## config.mk

```make
export PLATFORM = sky130hd
export DESIGN_NAME = mem_arbiter_ctrl
export DESIGN_NICKNAME = d
export VERILOG_FILES = /design/src/rtl/mem_arbiter_ctrl.sv
export SDC_FILE = /design/constraint.sdc
export NUM_CORES = 1
export LEC_CHECK = 0
export CAP_MARGIN = 0
export CELL_PAD_IN_SITES_DETAIL_PLACEMENT = 1
export CELL_PAD_IN_SITES_GLOBAL_PLACEMENT = 1
export CORE_AREA = 2 2 106 108
export CTS_BUF_LIST = sky130_fd_sc_hd__clkbuf_16
export CTS_CLUSTER_DIAMETER = 100
export CTS_CLUSTER_SIZE = 20
export DETAILED_ROUTE_END_ITERATION = 10
export DIE_AREA = 0 0 108 110
export DONT_BUFFER_PORTS = 1
export PLACE_DENSITY_LB_ADDON = 0.1
export SLEW_MARGIN = 25
export SYNTH_ARGS = -nofsm -noshare
export SYNTH_HDL_FRONTEND = slang
export SYNTH_SLANG_ARGS = --single-unit
export TNS_END_PERCENT = 20
```

## constraint.sdc

```tcl
create_clock -name CLK -period 3.8 [get_ports CLK]
set_input_delay 1.14 -clock CLK [delete_from_list [all_inputs] [get_ports CLK]]
set_output_delay 1.14 -clock CLK [all_outputs]
set_load 0.05 [all_outputs]
```

## src/rtl/mem_arbiter_ctrl.sv

```systemverilog
// Cache-to-memory responder: arbitrates an icache read port and a dcache read/write port onto one RAM port.
// Optional statistics counters (icount, dcount, errcount) are built when MEMCTRL_STATS_EN is defined.
module mem_arbiter_ctrl #(
    parameter int ADDR_W      = 32,
    parameter int DATA_W      = 32,
    parameter int MAX_DSTREAK = 4
) (
    input  logic              CLK,
    input  logic              nRST,
    input  logic              iREN,
    input  logic [ADDR_W-1:0] iaddr,
    output logic              iwait,
    output logic [DATA_W-1:0] iload,
    input  logic              dREN,
    input  logic              dWEN,
    input  logic [ADDR_W-1:0] daddr,
    input  logic [DATA_W-1:0] dstore,
    output logic              dwait,
    output logic [DATA_W-1:0] dload,
    output logic              ramREN,
    output logic              ramWEN,
    output logic [ADDR_W-1:0] ramaddr,
    output logic [DATA_W-1:0] ramstore,
    input  logic [DATA_W-1:0] ramload,
    input  logic [1:0]        ramstate,
    output logic              memerr,
`ifdef MEMCTRL_STATS_EN
    output logic [31:0]       icount,
    output logic [31:0]       dcount,
    output logic [15:0]       errcount,
`endif
    output logic [1:0]        dbg_state
);

    // Handshake: a requester holds its request until its wait is 0; wait=0 and the load data
    // are valid in the same cycle the RAM reports ACCESS, and the FSM returns to IDLE.

    typedef enum logic [1:0] {
        IDLE  = 2'd0,
        DSERV = 2'd1,
        ISERV = 2'd2
    } state_t;

    localparam logic [1:0] RS_ACCESS = 2'b10;
    localparam logic [1:0] RS_ERROR  = 2'b11;
    localparam int SW = $clog2(MAX_DSTREAK + 1);
    localparam logic [SW-1:0] STREAK_MAX = SW'(MAX_DSTREAK);

    state_t            state_q, state_d;
    logic [SW-1:0]     streak_q, streak_d;
    logic [DATA_W-1:0] iload_q, iload_d;
    logic [DATA_W-1:0] dload_q, dload_d;
    logic              d_req;
    logic              i_done;
    logic              d_done;
    logic              err_evt;

`ifdef MEMCTRL_STATS_EN
    logic [31:0] icount_q, icount_d;
    logic [31:0] dcount_q, dcount_d;
    logic [15:0] errcount_q, errcount_d;
`endif

    assign d_req = dREN | dWEN;

    always_comb begin
        state_d  = state_q;
        streak_d = streak_q;
        iload_d  = iload_q;
        dload_d  = dload_q;
        iwait    = 1'b1;
        dwait    = 1'b1;
        ramREN   = 1'b0;
        ramWEN   = 1'b0;
        ramaddr  = '0;
        ramstore = '0;
        memerr   = 1'b0;
        i_done   = 1'b0;
        d_done   = 1'b0;
        err_evt  = 1'b0;

        case (state_q)
            IDLE: begin
                // After MAX_DSTREAK dcache wins against a waiting icache, icache gets one turn.
                if (d_req && !(iREN && streak_q == STREAK_MAX)) begin
                    state_d = DSERV;
                end else if (iREN) begin
                    state_d = ISERV;
                end
            end
            DSERV: begin
                ramaddr  = daddr;
                ramstore = dstore;
                if (!d_req) begin
                    state_d = IDLE;
                end else begin
                    ramWEN = dWEN;
                    ramREN = !dWEN;
                    if (ramstate == RS_ACCESS) begin
                        dwait   = 1'b0;
                        d_done  = 1'b1;
                        dload_d = ramload;
                        state_d = IDLE;
                    end else if (ramstate == RS_ERROR) begin
                        memerr  = 1'b1;
                        err_evt = 1'b1;
                        state_d = IDLE;
                    end
                end
            end
            ISERV: begin
                ramaddr = iaddr;
                if (!iREN) begin
                    state_d = IDLE;
                end else begin
                    ramREN = 1'b1;
                    if (ramstate == RS_ACCESS) begin
                        iwait   = 1'b0;
                        i_done  = 1'b1;
                        iload_d = ramload;
                        state_d = IDLE;
                    end else if (ramstate == RS_ERROR) begin
                        memerr  = 1'b1;
                        err_evt = 1'b1;
                        state_d = IDLE;
                    end
                end
            end
            default: state_d = IDLE;
        endcase

        if (!iREN || i_done) begin
            streak_d = '0;
        end else if (d_done && streak_q != STREAK_MAX) begin
            streak_d = streak_q + 1'b1;
        end
    end

    assign iload     = iload_d;
    assign dload     = dload_d;
    assign dbg_state = state_q;

`ifdef MEMCTRL_STATS_EN
    always_comb begin
        icount_d   = i_done  ? icount_q + 32'd1   : icount_q;
        dcount_d   = d_done  ? dcount_q + 32'd1   : dcount_q;
        errcount_d = err_evt ? errcount_q + 16'd1 : errcount_q;
    end

    assign icount   = icount_q;
    assign dcount   = dcount_q;
    assign errcount = errcount_q;
`endif

    always_ff @(posedge CLK or negedge nRST) begin
        if (!nRST) begin
            state_q    <= IDLE;
            streak_q   <= '0;
            iload_q    <= '0;
            dload_q    <= '0;
`ifdef MEMCTRL_STATS_EN
            icount_q   <= '0;
            dcount_q   <= '0;
            errcount_q <= '0;
`endif
        end else begin
            state_q    <= state_d;
            streak_q   <= streak_d;
            iload_q    <= iload_d;
            dload_q    <= dload_d;
`ifdef MEMCTRL_STATS_EN
            icount_q   <= icount_d;
            dcount_q   <= dcount_d;
            errcount_q <= errcount_d;
`endif
        end
    end

endmodule

```

; Word-level counts from Yosys, hierarchy flattened
; Cells that the tools add are included.
; Widths: inputs -> output; s select.
[totals]
regBits = 69
in_bits = 135
out_inout_bits = 135
[op_classes]
n_addsub = 1
eq_ne = 7
muxes = 37
bitwise_logic = 1
reduce_logical = 9
[ops]
columns = op, n
row1 = $mux 32, 7
row2 = $pmux 32 s2, 1
row3 = $mux 1, 18
row4 = $mux 2, 6
row5 = $eq 2x2->1 const B, 3
row6 = $mux 3, 2
row7 = $ne 3x3->1 const B, 2
row8 = $pmux 2 s3, 1
row9 = $pmux 1 s2, 2
row10 = $add 3x1->3 const B, 1
row11 = $eq 3x3->1 const B, 1
row12 = $logic_and 1x1->1, 3
row13 = $logic_not 1->1, 3
row14 = $eq 2x1->1 const B, 1
row15 = $logic_not 2->1, 1
row16 = $reduce_bool 2->1, 1
row17 = $logic_or 1x1->1, 1
row18 = $or 1x1->1, 1

; Depth between registers and ports, before layout
[logic_depth]
depth_word = 7
depth_mapped = 8

; Least setup slack after synthesis
; No wires, ideal clock.
[synth_path]
path_kind = input to output
start = input port ramstate[0]
end = output port dload[10]
arrival_time_ns = 2.298
required_time_ns = 2.660
slack_ns = 0.362
stages = 4
path_cell_list = nand2b_1 -> nor2_2 -> buf_4 -> mux2_1
[synth_via]
elab_chain_cells = 4
[synth_lines]
columns = element, line
row1 = "start, declared", 25  ; input logic [1:0] ramstate,
row2 = $eq 2x2->1, 99  ; if (ramstate == RS_ACCESS) begin
row3 = $mux 32, 99
row4 = $mux 32, 94  ; if (!d_req) begin
row5 = $mux 32, 82  ; case (state_q)
row6 = "end, declared", 19  ; output logic [DATA_W-1:0] dload,
; Every way passes these cells.

; Worst setup path after layout
[layout_path]
start = input port ramstate[0]
end = output port dload[3]
; The elaborated chain is that of the path after synthesis.

==> summary.txt <==
Clock network
  • CTS hold repair buffers: 0
  • Clock transition at path regs: 0.06 ns
  • Worst skew pair latency: 0.33 ns
  • Cts bufs inserted: 9
  • CTS sink cnt: 69
  • Clk root buf: clkbuf_16
  • TritonCTS clock tree: built
  • H-tree Lvls: 3
  • Resize count post-CTS: 0
  • Longest Clk Path Bufs: 2
  • Setup bufs post-CTS: 0

Setup path
  • FF-to-FF Start: dbg_state[1]
  • Max Fanout on Critical Path: 30
  • R2R depth: 6
  • Data required, critical path: 2.66 ns
  • Arrival time at the worst endpoint: 2.37 ns
  • Worst R2R Setup Slack: 1.70 ns
  • Critical Path End Type: output port
  • FF-to-FF End: dbg_state[0]
  • Crit Path Class: in -> out
  • Startpoint Class: primary input

Cells and area
  • Non-filler cells, final: 470
  • Multi-input gate area: 1650 sq um
  • Flip-flop and latch area: 1730 sq um
  • Final Net Count: 466
  • Share of cells above drive strength 1: 24.8%
  • Ant. Diodes: 0
  • Layout Area Growth over Synthesis: 19.6%
  • Final Cell Area: 4210 sq um
  • Fillers: 1186

Synthesis
  • Syn Inst Count: 295
  • Syn Nets: 436
  • Avg Inst Size Synth: 11.9 sq um
  • Area share of the largest cell type after synthesis: 49.0%
  • Async set-reset flop share out of synthesis: 100%
  • Synth top cells by count: 69 x dfrtp_1, 42 x mux2_1, 34 x and2_1, 33 x nor2b_1, 32 x a22oi_1
  • Number of synthesis warnings: 0
  • Most frequent cell after synthesis: dfrtp_1
  • Mapped cell area: 3520 sq um
  • EDFF count, synth: 0
  • Synth area leader: dfrtp_1
  • #FFs+latches synth: 69
  • Primary FF master, synth: dfrtp_1
  • Synth cell types: 31
  • Synth top area cells: dfrtp_1 49%, mux2_1 13%, mux2_2 7.0%
  • Seq/Total Area, Yosys: 49.0%

Floorplanning
  • Die area: 11900 sq um
  • DIE WIDTH: 108 microns
  • Core Region: 10700 sq um
  • Die Span Y: 110 microns
  • Initial core utilization: 32.9%
  • I/O Pins: 270
  • Core Rows: 38

Global route
  • Total track usage: 15.1%
  • First-pass GRT wire length: 13.6 mm
  • Pin count of the biggest net entering global routing: 70
  • Total global routing overflow: 0
  • Number of global-route vias before repair: 2492
  • Initial antenna violation count: 0

Pwr
  • Cell area power density: 1160 nW/um^2
  • VDD IR-drop max: 0.539 mV
  • Overall Power: 4880 uW
  • Pleak: 0.00190 uW

Routing
  • Routed len/inst: 20.9 microns
  • Detailed Route WL: 9.81 mm
  • Drt first pass iters: 4
  • Initial drt markers: 134
  • Vias/cell: 5.15
  • Vias: 2420
  • Final ANT Viol Nets: 0
  • DRC errors left: 0

Timing
  • Slew HR: 63.8%
  • Final Critical Period: 3.51 ns
  • F_max: 0.285 GHz
  • RSZ-0062 raised after global routing: false
  • TNS Setup: 0 ns
  • Tcrit/Tclk final: 92.3%
  • Hold Vio Cnt, Final: 0
  • Max Transition Viols Final: 0
  • Clock skew: 0.00837 ns
  • Final setup violation count: 0
  • Slew @ Worst Pin: 0.542 ns

Placed design
  • Post-DP HPWL: 7.60 mm
  • PortBufs: 0
  • Placed Instances: 454
  • Area post-placement: 3910 sq um
  • Gpl congestion: 0.708

Run
  • MaxCap Viol Count: 0

Status
  • Status: finished, final reports clean

Worst hold path
  • Worst hold path class: in -> async
## worst max-delay path by stage
| stage | startpoint | to | slack, ns | cells past startpoint |
|---|---|---|---|---|
| after floorplan | ramstate[0] | dload[10] | 0.36 | 4 |
| after global placement | ramstate[0] | dload[5] | 0.28 | 4 |
| after detailed placement | ramstate[0] | dload[5] | 0.27 | 4 |
| after CTS | ramstate[0] | dload[5] | 0.27 | 4 |
| after global routing | ramstate[0] | dload[3] | 0.21 | 4 |
| final | ramstate[0] | dload[3] | 0.29 | 4 |
## cells in the final DEF (no fill, tap or decap), types with 5 or more instances in the layout
master and count:
a22oi_1 32, and2_1 34, buf_4 39, clkbuf_16 9
dfrtp_1 69, ha_1 5, inv_1 7, mux2_1 42
mux2_2 22, nor2b_1 33
## report_power, final
part	switching, uW	internal [uW]
combinational	2400	553
sequential	74.3	1030
clock	317	510
## metrics by stage
step,worst slack (ns),hold WS (ns),utilization (%)
after floorplan,0.362,0.534,-
after global placement,0.281,0.553,36.6
after global routing,0.213,0.483,39.4
after CTS,0.273,0.490,39.4
final,0.292,0.506,39.4
after detailed placement,0.273,0.551,36.6
## state kept, by name, indices dropped and copies added, names as in the netlist
| name | cells |
|---|---|
| streak_q | 3 |
| iload_q | 32 |
| dload_q | 32 |
| dbg_state | 2 |
## critical path: stages
cell and delay (ns):
nand2b_1 0.19, nor2_4 0.22, buf_12 0.23, mux2_1 0.57
## cells by family (layout without fill, tap and decap cells)
kind of cell / after synthesis / after routing / synth area share (%)
AND/OR/NAND/NOR: 83 / 83 / 14.6
flip-flops: 69 / 69 / 49.0
multiplexers: 66 / 66 / 21.0
AO/OA/AOI/OAI: 42 / 42 / 8.98
buffers and inverters: 29 / 64 / 4.30
adder cells (fa/ha/maj): 6 / 6 / 2.13
## layer usage
layer / vias to the layer above / part of all wire, % / track usage, %
met1: 1182 / 41 / 19.5
met2: 133 / 48 / 23.0
met5: - / 0 / 0
li1: 1098 / - / -
met3: 7 / 10 / 6.58
met4: 0 / 0.93 / 4.40
## area by class of cell
class / instances / area share, %
Clock inverter: 7 / 1.75
Clock buffer: 9 / 5.35
Multi-Input combinational cell: 197 / 39.2
Timing Repair Buffer: 41 / 7.90
Sequential cell: 69 / 41.0
Inverter: 7 / 0.624
Tap cell: 140 / 4.16
Power figures use the tool's default switching activity.
